$ cat src/rtl/sp_fifo_pkg.sv
// Shared widths and grant encoding for the single-port-RAM FIFO controller.
package sp_fifo_pkg;
  localparam int DATA_W = 4;
  localparam int ADDR_W = 7;
  localparam int DEPTH  = 1 << ADDR_W;
  localparam int LVL_W  = 8;

  typedef enum logic [1:0] {GNT_NONE, GNT_WR, GNT_RD} grant_t;
endpackage

$ cat src/rtl/sp_fifo_arb.sv
// One-RAM-op-per-cycle arbiter between FIFO push (write) and output-register refill (read).
// SP_FIFO_BYPASS_EN: empty FIFO with a free output slot loads push data straight into rd_data.
module sp_fifo_arb
  import sp_fifo_pkg::*;
#(
  parameter int CNT_W   = ADDR_W + 1,
  parameter int DEPTH_P = DEPTH
) (
  input  logic             clk,
  input  logic             rst,
  input  logic             wr_valid,
  input  logic             slot_free,
  input  logic [CNT_W-1:0] ram_cnt,
  output grant_t           gnt,
  output logic             byp,
  output logic             wr_ready
);

  logic last_rd_q, last_rd_d;
  logic rd_elig, rd_g, wr_g, not_full;

  always_ff @(posedge clk or negedge rst) begin
    if (!rst) last_rd_q <= 1'b0;
    else      last_rd_q <= last_rd_d;
  end

  always_comb begin
    not_full = (ram_cnt != CNT_W'(DEPTH_P));
    rd_elig  = (ram_cnt != '0) & slot_free;
`ifdef SP_FIFO_BYPASS_EN
    byp      = (ram_cnt == '0) & slot_free & wr_valid;
`else
    byp      = 1'b0;
`endif
    // On a tie, last_rd flips priority so reads and writes alternate.
    rd_g      = rd_elig & (!wr_valid | !last_rd_q);
    wr_g      = !rd_g & wr_valid & not_full & !byp;
    wr_ready  = not_full & !rd_g;
    last_rd_d = (rd_g | wr_g) ? rd_g : last_rd_q;
    gnt       = rd_g ? GNT_RD : (wr_g ? GNT_WR : GNT_NONE);
  end

endmodule

$ cat src/rtl/sp_ram_fifo_ctrl.sv
// FIFO controller in front of a single-port RAM with a one-entry registered output.
// Optional SP_FIFO_BYPASS_EN (in sp_fifo_arb) gives 1-cycle latency on an empty FIFO.
module sp_ram_fifo_ctrl
  import sp_fifo_pkg::*;
#(
  parameter int DATA_W = sp_fifo_pkg::DATA_W,
  parameter int ADDR_W = sp_fifo_pkg::ADDR_W
) (
  input  logic              clk,
  input  logic              rst,
  input  logic              wr_valid,
  input  logic [DATA_W-1:0] wr_data,
  output logic              wr_ready,
  output logic              rd_valid,
  output logic [DATA_W-1:0] rd_data,
  input  logic              rd_ready,
  output logic [LVL_W-1:0]  level,
  output logic              ram_enb,
  output logic [ADDR_W-1:0] ram_addr,
  output logic [DATA_W-1:0] ram_wdata,
  input  logic [DATA_W-1:0] ram_rdata
);

  localparam int DEPTH_L = 1 << ADDR_W;
  localparam int CNT_W   = ADDR_W + 1;

  logic [ADDR_W-1:0] wr_ptr_q, wr_ptr_d, rd_ptr_q, rd_ptr_d;
  logic [CNT_W-1:0]  ram_cnt_q, ram_cnt_d;
  logic              rd_valid_q, rd_valid_d;
  logic [DATA_W-1:0] rd_data_q, rd_data_d;
  grant_t            gnt;
  logic              byp, slot_free;

  assign slot_free = !rd_valid_q | rd_ready;

  sp_fifo_arb #(.CNT_W(CNT_W), .DEPTH_P(DEPTH_L)) u_arb (
    .clk       (clk),
    .rst       (rst),
    .wr_valid  (wr_valid),
    .slot_free (slot_free),
    .ram_cnt   (ram_cnt_q),
    .gnt       (gnt),
    .byp       (byp),
    .wr_ready  (wr_ready)
  );

  always_ff @(posedge clk or negedge rst) begin
    if (!rst) begin
      wr_ptr_q   <= '0;
      rd_ptr_q   <= '0;
      ram_cnt_q  <= '0;
      rd_valid_q <= 1'b0;
      rd_data_q  <= '0;
    end else begin
      wr_ptr_q   <= wr_ptr_d;
      rd_ptr_q   <= rd_ptr_d;
      ram_cnt_q  <= ram_cnt_d;
      rd_valid_q <= rd_valid_d;
      rd_data_q  <= rd_data_d;
    end
  end

  always_comb begin
    wr_ptr_d   = wr_ptr_q;
    rd_ptr_d   = rd_ptr_q;
    ram_cnt_d  = ram_cnt_q;
    rd_valid_d = rd_valid_q;
    rd_data_d  = rd_data_q;
    if (gnt == GNT_RD) begin
      rd_data_d  = ram_rdata;
      rd_valid_d = 1'b1;
      rd_ptr_d   = rd_ptr_q + 1'b1;
      ram_cnt_d  = ram_cnt_q - 1'b1;
    end else if (byp) begin
      rd_data_d  = wr_data;
      rd_valid_d = 1'b1;
    end else if (rd_valid_q & rd_ready) begin
      rd_valid_d = 1'b0;
    end
    if (gnt == GNT_WR) begin
      wr_ptr_d  = wr_ptr_q + 1'b1;
      ram_cnt_d = ram_cnt_q + 1'b1;
    end
  end

  assign ram_enb   = (gnt == GNT_WR);
  assign ram_addr  = (gnt == GNT_WR) ? wr_ptr_q : rd_ptr_q;
  assign ram_wdata = wr_data;
  assign rd_valid  = rd_valid_q;
  assign rd_data   = rd_data_q;
  assign level     = LVL_W'(ram_cnt_q) + LVL_W'(rd_valid_q);

endmodule

$ cat config.mk
export PLATFORM = sky130hd
export DESIGN_NAME = sp_ram_fifo_ctrl
export DESIGN_NICKNAME = d
export VERILOG_FILES = /design/src/rtl/sp_fifo_pkg.sv /design/src/rtl/sp_fifo_arb.sv /design/src/rtl/sp_ram_fifo_ctrl.sv
export SDC_FILE = /design/constraint.sdc
export NUM_CORES = 1
export LEC_CHECK = 0
export CAP_MARGIN = 25
export CELL_PAD_IN_SITES_DETAIL_PLACEMENT = 1
export CELL_PAD_IN_SITES_GLOBAL_PLACEMENT = 2
export CORE_UTILIZATION = 33
export CTS_CLUSTER_DIAMETER = 120
export DETAILED_ROUTE_END_ITERATION = 10
export GPL_TIMING_DRIVEN = 0
export PLACE_DENSITY = 0.88
export SYNTH_ARGS = -nofsm -noshare
export SYNTH_HDL_FRONTEND = slang
export SYNTH_SLANG_ARGS = --single-unit
$ cat constraint.sdc
create_clock -name clk -period 7.9 [get_ports clk]
set_input_delay 0.79 -clock clk [delete_from_list [all_inputs] [get_ports clk]]
set_output_delay 0.79 -clock clk [all_outputs]
set_load 0.01 [all_outputs]
==> results.toml <==
[drt]
route.detailed.vias_per_inst = 4.91
wl_per_cell_um = 14.1
drtPass1Iterations = 4
drtIter0Drc = 67
wl_um = 3880
vias = 1351
final_antenna_net_count = 0
post-route-drc-count = 0

[logic_synthesis]
yosysMostFrequentCell = "nand2_1"
synth_seq_cells = 28
synth_area_mm2 = 0.00171
synth_sequential_area_ratio_pct = 40.9
netlist-cell-type-count = 38
synth.top_cells.by_area = "dfrtp_1, xnor2_1, ha_1"
netlist.top_cell.by_area = "dfrtp_1"
yosys_most_used_dff = "dfrtp_1"
netlist_top_cells_count = "nand2_1, dfrtp_1, xnor2_1, ha_1, o21ai_0"
synth_fp_nets = 193
postSynthAreaPerCell_um2 = 10.1
synth.yosys.warnings = 0
post_synth_inst_count = 170
synth_edf_count = 0
area_share_of_the_leading_cell_type_in_the_synthesized_netlist_pct = 40.9
async_reset_ff_share_pct = 100

[floorplanning]
coreArea_mm2 = 0.00485
total_die_area_mm2 = 0.00548
row_count = 25
ios = 38
initial_core_util_pct = 35.3
die_y_um = 74.0
die_width_um = 74.0

[critical_path]
criticalPathCategory = "in -> out"
crit_path_max_fanout = 16
crit_required_ns = 7.11
start_kind = "input pin"
critical_path.endpoint_type = "output port"
critPathArrivalTime_ns = 3.20

[clock_tree]
clock_latency_on_the_worst_skew_pair_ns = 0.28
ctsHtreeMaxLevel = 1
cts-buffers-inserted = 3
tritoncts = "built"
clkSlewWorstSetupHoldPaths_ns = 0.10
post-cts-setup-buffers = 0
ctsResizeCount = 0
clock_sinks = 28
root_buffer = "clkbuf_8"
max-clock-path-buffers = 2
ctsHoldBuffers = 0

[layout]
finish.net_count = 232
postLayoutCellArea_mm2 = 0.00223
final_cell_count_no_fill = 275
antennaDiodeCount = 0
layout.filler_cells = 565
drive_gt1_share_pct = 13.0
area_growth_pct = 29.9
layout.core_utilization_pct = 45.9

[power]
ir_drop_mv = 0.125
p_leak_uw = 0.000944
total_power_uw = 901
pwr_density_cell_mw_per_mm2 = 405

[grt]
grt_first_pass_wirelength_um = 6740
first_global_vias = 1418
gr-total-overflow = 0
grt_start_max_net_pins = 17
grt_util_all_layers_pct = 15.9
grt_antenna_before_repair = 0

[sta]
layout_worst_path_cycle_share_pct = 50.6
worstMarginPinSlew_ns = 0.766
max-slew-margin-rel_pct = 48.9
setup-violations-final = 0
final-max-slew-violation-count = 0
setup_total_negative_slack_ns = 0
max_clock_freq_ghz = 0.250
period_minus_slack_ns = 3.99
skew_ns = 0.00445
rsz0062_at_grt = "false"
timing.final.hold_violations = 0

[placement]
hpwlAfterDp_um = 2900
dpl.cell_count = 271
port-buffer-count = 33
dpl-instance-area_mm2 = 0.00215
final_replace_weighted_congestion = 0.761

[outcome]
run_status = "finished, final reports clean"

[flow_run]
maxCapViolations = 0

[hold_path]
hp-class = "reg -> reg"
report_power, final:
group	switching (µW)	internal, µW	leakage, µW	total (µW)
Clock	47.3	67.9	0.0000357	115
Combinational	217	274	0.000574	491
Sequential	88.4	207	0.000335	295
Total	353	549	0.000944	901
per-layer routing:
layer	global-route usage (%)	vias to the layer above	wire length, µm
met2	25.9	27	1760
met5	0	-	0
met3	0.949	2	101
li1	-	661	-
met4	5.13	0	34
met1	22.6	661	1980
state kept, by name, summed over array words and instances, names as in the netlist:
name	count
ram_cnt_q	8
rd_ptr_q	7
wr_ptr_q	7
u_arb.last_rd_q	1
rd_valid	1
rd_data	4
per-stage QoR:
stage	worst slack, ns	hold WS [ns]
floorplan	4.78	0.441
global placement	3.86	0.462
detailed placement	3.89	0.472
CTS	3.87	0.487
global route	3.67	0.510
finish	3.91	0.483
cell families after synthesis:
group           Yosys count  synth area share (%)
simple gates             63                  18.1
compound gates           22                  9.35
flops                    28                  40.9
buf+inv                  12                  3.87
fa+ha+maj                11                  8.47
xor+xnor                 25                  12.8
mux                       9                  6.50
worst paths after layout:
kind	startpoint	to	slack (ns)	depth (start not counted)
min	wr_ptr_q[6]$_DFFE_PN0P_	wr_ptr_q[6]$_DFFE_PN0P_	0.48	1
max	wr_valid	ram_addr[4]	3.91	8
min in group asynchronous	rst	rd_data[2]$_DFFE_PN0P_	0.94	1
min reg2reg	wr_ptr_q[6]$_DFFE_PN0P_	wr_ptr_q[6]$_DFFE_PN0P_	0.48	1
max in group asynchronous	rst	u_arb.last_rd_q$_DFFE_PN0P_	6.43	2
max reg2reg	ram_cnt_q[4]$_DFFE_PN0P_	ram_cnt_q[7]$_DFFE_PN0P_	4.23	11
area by class of cell:
| type | count | area [µm²] | share of cell area [%] |
|---|---|---|---|
| Tap cell | 67 | 83.8 | 3.77 |
| Clock inverter | 1 | 30.0 | 1.35 |
| Sequential cell | 28 | 701 | 31.5 |
| Multi-Input combinational cell | 130 | 946 | 42.5 |
| Buffer | 8 | 51.3 | 2.30 |
| Clock buffer | 3 | 41.3 | 1.85 |
| Inverter | 4 | 15.0 | 0.675 |
| Timing Repair Buffer | 34 | 358 | 16.1 |
worst max-delay path, cell delays in order:
cell and delay [ns]:
clkdlybuf4s50_1 0.52, nand2_1 0.18, o211ai_1 0.14, nand3_2 0.19, clkbuf_1 0.61, nand2_1 0.10, o21ai_0 0.10, clkdlybuf4s50_1 0.57
placed cells by master, fill, tap and decap left out, drive strengths merged, types with 2 or more instances in the layout:
cell type and n:
nor4 2, clkbuf 4, o211ai 2, o21ai 9, mux2 8, nand2 31, a21oi 4, nand3 5
nor3 3, dfrtp 28, nand2b 2, xnor2 18, inv 4, buf 8, ha 10, and2 2
nor2 6, xor2 7, nand4 7, clkdlybuf4s50 33
No activity file was read; power rests on OpenSTA's default activity.
